File: src/rtl/lfsr_arb.sv
// ---------------------------------------------------------------------------
// lfsr_arb -- round-robin arbiter that hands out pseudo-random 4-bit samples.
//
// A 4-bit Fibonacci LFSR (taps q[3]^q[2], period 15) supplies the samples.
// Each edge that issues a grant does three things:
//   - pulses one gnt bit
//   - presents the pre-advance LFSR value on rnd_o
//   - steps the LFSR
// The LFSR holds on every other edge.
//
// Parameters
//   SEED   : reset / fallback LFSR value, must be non-zero (default 4'hE)
//   N_REQ  : number of requesters, 2..4 (default 3)
//
// Ports
//   clk      in   clock, rising edge
//   reset    in   asynchronous active-high reset
//   req      in   [N_REQ] level requests, held until granted
//   lock     in   [N_REQ] burst-hold requests (only with ARB_LOCK_EN)
//   seed_we  in   one-cycle pulse: load seed_i (0 loads SEED); no grant that edge
//   seed_i   in   [4] seed value
//   gnt      out  [N_REQ] registered one-hot grant pulse
//   rnd_o    out  [4] registered sample, valid while rnd_vld is high
//   rnd_vld  out  registered, high exactly when a gnt bit is high
//
// Optional feature (macro ARB_LOCK_EN)
//   When this macro is defined, a requester that was granted on the previous
//   cycle keeps the grant while its req and lock are both high. A 3-bit
//   counter caps such a burst at 8 consecutive grants.
//   When the macro is undefined, lock is ignored and no counter is built.
// ---------------------------------------------------------------------------
module lfsr_arb #(
  parameter logic [3:0] SEED  = 4'hE,
  parameter int         N_REQ = 3
) (
  input  logic             clk,
  input  logic             reset,
  input  logic [N_REQ-1:0] req,
  input  logic [N_REQ-1:0] lock,
  input  logic             seed_we,
  input  logic [3:0]       seed_i,
  output logic [N_REQ-1:0] gnt,
  output logic [3:0]       rnd_o,
  output logic             rnd_vld
);

  // Next value of the Fibonacci LFSR.
  function automatic logic [3:0] lfsr_step(input logic [3:0] s);
    return {s[2:0], s[3] ^ s[2]};
  endfunction

  // One-hot vector with only bit 'idx' set.
  function automatic logic [N_REQ-1:0] onehot(input logic [1:0] idx);
    logic [N_REQ-1:0] v;
    v = '0;
    for (int i = 0; i < N_REQ; i++) begin
      v[i] = (i == int'(idx));
    end
    return v;
  endfunction

  // Registers and their next-state values.
  logic [3:0]       lfsr_q, lfsr_d;
  logic [N_REQ-1:0] gnt_q,  gnt_d;
  logic             vld_q,  vld_d;
  logic [3:0]       rnd_q,  rnd_d;
  logic [1:0]       last_q, last_d;

  // Result of the round-robin search.
  logic [1:0] rr_pick_s;
  logic       rr_found_s;

  // High when the previous holder keeps the grant (lock burst).
  logic       hold_s;

`ifdef ARB_LOCK_EN
  // The counter holds (grants so far in the current burst) - 1.
  // A value of 7 means the eighth grant has already gone out.
  logic [2:0] lock_cnt_q, lock_cnt_d;
`else
  // The lock input is intentionally ignored in the default build.
  logic lock_unused_s;
  assign lock_unused_s = ^lock;
`endif

  // Round-robin search.
  // The first pass covers the indices above last_q.
  // The second pass wraps around to 0..last_q.
  // This gives a search order of last+1, last+2, ... mod N_REQ.
  always_comb begin
    rr_pick_s  = 2'd0;
    rr_found_s = 1'b0;
    for (int i = 0; i < N_REQ; i++) begin
      if (!rr_found_s && req[i] && (i > int'(last_q))) begin
        rr_pick_s  = 2'(i);
        rr_found_s = 1'b1;
      end else begin
        rr_found_s = rr_found_s;
      end
    end
    for (int i = 0; i < N_REQ; i++) begin
      if (!rr_found_s && req[i] && (i <= int'(last_q))) begin
        rr_pick_s  = 2'(i);
        rr_found_s = 1'b1;
      end else begin
        rr_found_s = rr_found_s;
      end
    end
  end

  // Lock-hold decision.
  // gnt_q is one-hot on the holder and last_q names that same holder.
  // Masking gnt_q with req & lock is therefore enough to detect a hold.
  always_comb begin
`ifdef ARB_LOCK_EN
    hold_s = (|(gnt_q & req & lock)) && (lock_cnt_q != 3'd7);
`else
    hold_s = 1'b0;
`endif
  end

  // Next-state logic: seed load takes priority, then lock hold, then
  // round-robin. An edge that issues no grant leaves the LFSR, the sample
  // and the pointer unchanged.
  always_comb begin
    gnt_d  = '0;
    vld_d  = 1'b0;
    rnd_d  = rnd_q;
    lfsr_d = lfsr_q;
    last_d = last_q;
`ifdef ARB_LOCK_EN
    lock_cnt_d = 3'd0;
`endif
    if (seed_we) begin
      // A zero seed would lock the LFSR up, so it falls back to SEED.
      lfsr_d = (seed_i == 4'h0) ? SEED : seed_i;
    end else if (hold_s) begin
      gnt_d  = onehot(last_q);
      vld_d  = 1'b1;
      rnd_d  = lfsr_q;
      lfsr_d = lfsr_step(lfsr_q);
`ifdef ARB_LOCK_EN
      lock_cnt_d = lock_cnt_q + 3'd1;
`endif
    end else if (rr_found_s) begin
      gnt_d  = onehot(rr_pick_s);
      vld_d  = 1'b1;
      rnd_d  = lfsr_q;
      lfsr_d = lfsr_step(lfsr_q);
      last_d = rr_pick_s;
    end else begin
      gnt_d = '0;
    end
  end

  // State registers with asynchronous reset.
  always_ff @(posedge clk or posedge reset) begin
    if (reset) begin
      lfsr_q <= SEED;
      gnt_q  <= '0;
      vld_q  <= 1'b0;
      rnd_q  <= 4'h0;
      last_q <= 2'(N_REQ - 1);
    end else begin
      lfsr_q <= lfsr_d;
      gnt_q  <= gnt_d;
      vld_q  <= vld_d;
      rnd_q  <= rnd_d;
      last_q <= last_d;
    end
  end

`ifdef ARB_LOCK_EN
  // Burst-length counter. Any edge that is not a lock hold clears it.
  always_ff @(posedge clk or posedge reset) begin
    if (reset) begin
      lock_cnt_q <= 3'd0;
    end else begin
      lock_cnt_q <= lock_cnt_d;
    end
  end
`endif

  assign gnt     = gnt_q;
  assign rnd_o   = rnd_q;
  assign rnd_vld = vld_q;

endmodule
File: config.mk
export PLATFORM = sky130hd
export DESIGN_NAME = lfsr_arb
export DESIGN_NICKNAME = d
export VERILOG_FILES = /design/src/rtl/lfsr_arb.sv
export SDC_FILE = /design/constraint.sdc
export NUM_CORES = 1
export LEC_CHECK = 0
export CORE_MARGIN = 5
export CORE_UTILIZATION = 30
export DETAILED_ROUTE_END_ITERATION = 8
export PLACE_DENSITY = 0.69
export SLEW_MARGIN = 20
export SYNTH_ARGS = -nofsm -noshare
export SYNTH_HDL_FRONTEND = slang
export SYNTH_SLANG_ARGS = --single-unit
File: constraint.sdc
create_clock -name clk -period 0.87 [get_ports clk]
set_input_delay 0.087 -clock clk [delete_from_list [all_inputs] [get_ports clk]]
set_output_delay 0.087 -clock clk [all_outputs]
set_load 0.05 [all_outputs]
==> impl_metrics.ini <==
[floorplan]
die_h_um = 57.5
die-area_um2 = 3310
die_w_um = 57.5
initial_core_util = 0.310
core_um2 = 2190
rows = 17
io_pins = 21

[clock_network]
cts_buffers = 3
clk_latency_ns = 0.28
h-tree-depth = 1
cts_buffer_depth = 2
cts_root_buffer = clkbuf_4
cts_tree = done
clk_pin_slew_ns = 0.08
cts.sinks = 14

[detailed_routing]
num_vias = 550
routedWlPerCell_um = 11.9
via_per_inst = 4.66
wl_um = 1400
ant_nets = 0
drt_pass1_iterations = 4
drc = 0
drt_iter0_markers = 10

[timing]
layout_min_cycle_time_ns = 1.01
setup_ws_ns = -0.137
slew_violations = 0
rsz0062_at_grt = yes
fin_crit_sh = 1.16
fin_worst_skew_ns = 0.00419
relSlewSlack = 0.868
clock.fmax_mhz = 993
final-hold-violation-count = 0
setup_viol = 15
tightest_slew_ns = 0.198
tns_ns = -1.08

[logic_synthesis]
synth_warnings = 0
synthArstFlopShare = 1.00
synth_seq_area_share = 0.524
synth-edff-count = 0
syn_inst = 61
synthFlopType = dfrtp_1
ys_ff_latch = 14
synth_cell_types = 25
avgSynthCellArea_um2 = 11.1
synthesis.area_um2 = 678
syn-num-nets = 74

[placement]
placed_area_um2 = 1030
gp_congestion = 0.759
dp_hpwl_um = 1130
dp_slack_ns = -0.514
port_buffers = 17

[layout]
fin_area_um2 = 1090
layout_commonest_cell = buf_12
nets = 104
most-common-layout-cells = buf_12 (9), buf_4 (7), dfrtp_1 (6)
syn_to_final_growth_pct = 61.4
nFillCells = 188
antenna_cells = 0
layout-drive-gt1-share = 0.478

[status]
outcome = complete, but fails checks
violations = setup timing

[grt]
grt_pass1_wl_um = 2450
grt_use_met2 = 0.156
grt_use_met3 = 0.0181
grt_antenna_before_repair = 0
gr-usage-all-layers = 0.100
grt_max_degree = 15
top_usage_layer = met2
grt.met1_usage = 0.115
grt_pass1_vias = 548
grt_overflow = 0

[setup_path]
crit_required_ns = 1.09
path_class = register to register
critical_path.max_fanout = 6
critPathMaxStageDelay_ns = 0.60
crit_chain = nor2b_1 > o22ai_1 > and3b_2
end_kind = register
arrival_ns = 1.23
slowest_stage = dfstp_2
start_kind = register

[pwr]
finalPower_mw = 2.06
p_leak_nw = 0.490
vdd.ir_drop.worst_v = 0.000776
powerDensity_nw_per_um2 = 1880

[min_path]
min_path_type = primary input to async pin

[job]
maxCapViolCount = 0
## per-layer routing
| metal | vias to the layer above | share of wire |
|---|---|---|
| met2 | 16 | 0.53 |
| met3 | 3 | 0.041 |
| li1 | 271 | - |
| met4 | 0 | 0.026 |
| met5 | - | 0 |
| met1 | 260 | 0.40 |
## repair_timing
action,in CTS,in global routing
buffers inserted,1,1
resized for setup,7,6
endpoints found under the setup margin,21,21
pin swaps,4,2
hold buffers,0,0
## stage by stage
stage | cells | hold slack (ns) | util
after floorplan | 61 | -0.0269 | -
after global placement | 112 | 0.406 | 0.470
after detailed placement | 112 | 0.412 | 0.470
after CTS | 117 | 0.101 | 0.491
after global routing | 118 | 0.112 | 0.500
final | 118 | 0.111 | 0.500
## state kept, by name, summed over array words and instances (netlist names)
| signal | flops |
|---|---|
| gnt | 3 |
| lfsr_q | 4 |
| last_q | 2 |
| rnd_o | 4 |
| rnd_vld | 1 |
## synthesized netlist by cell type, drive strengths merged (2+ instances only)
| cell | n | share of area |
|---|---|---|
| mux2 | 4 | 0.089 |
| nand2 | 5 | 0.028 |
| a22oi | 3 | 0.033 |
| o21ai | 4 | 0.030 |
| inv | 2 | 0.011 |
| nand2b | 2 | 0.018 |
| a21oi | 5 | 0.037 |
| nor2 | 6 | 0.044 |
| dfstp | 4 | 0.15 |
| dfrtp | 10 | 0.37 |
| mux2i | 2 | 0.030 |
| nor3 | 4 | 0.046 |
## cell families (layout without fill, tap and decap cells)
group | count (synthesis) | count (layout) | share of synthesized area
AO/OA/AOI/OAI | 13 | 13 | 0.109
XOR/XNOR | 1 | 1 | 0.0129
buffers and inverters | 3 | 32 | 0.0166
flip-flops | 14 | 14 | 0.524
multiplexers | 6 | 6 | 0.118
AND/OR/NAND/NOR | 24 | 24 | 0.220
## final timing paths
kind / startpoint / end / slack (ns) / cells past startpoint
setup reg to reg: last_q[1] / gnt[1] / -0.14 / 3
min in group clk: req[0] / last_q[0] / 0.19 / 4
hold / removal: reset / lfsr_q[0] / 0.11 / 3
max in group asynchronous: reset / lfsr_q[3] / 0.56 / 3
setup / recovery: last_q[1] / gnt[1] / -0.14 / 3
hold reg to reg: lfsr_q[1] / lfsr_q[2] / 0.52 / 2
## area by class of cell
type	count	area, um^2	share of cell area
Sequential cell	14	360	0.329
Inverter	2	7.51	0.00686
Clock buffer	4	36.3	0.0331
Multi-Input combinational cell	44	329	0.301
Timing Repair Buffer	26	327	0.298
Tap cell	28	35.0	0.0320
## power by group
| group | internal, mW | total (mW) | switching [mW] |
|---|---|---|---|
| combinational | 0.401 | 0.738 | 0.337 |
| sequential | 0.765 | 0.864 | 0.0989 |
| clock | 0.255 | 0.455 | 0.200 |
| total | 1.42 | 2.06 | 0.636 |
## worst max-delay path: cells and delay by family, from the launching register on
family / cells / cell delay (ns)
AO/OA/AOI/OAI: 1 / 0.09
flip-flops: 1 / 0.60
AND/OR/NAND/NOR: 2 / 0.26
(Power assumes the default switching activity.)
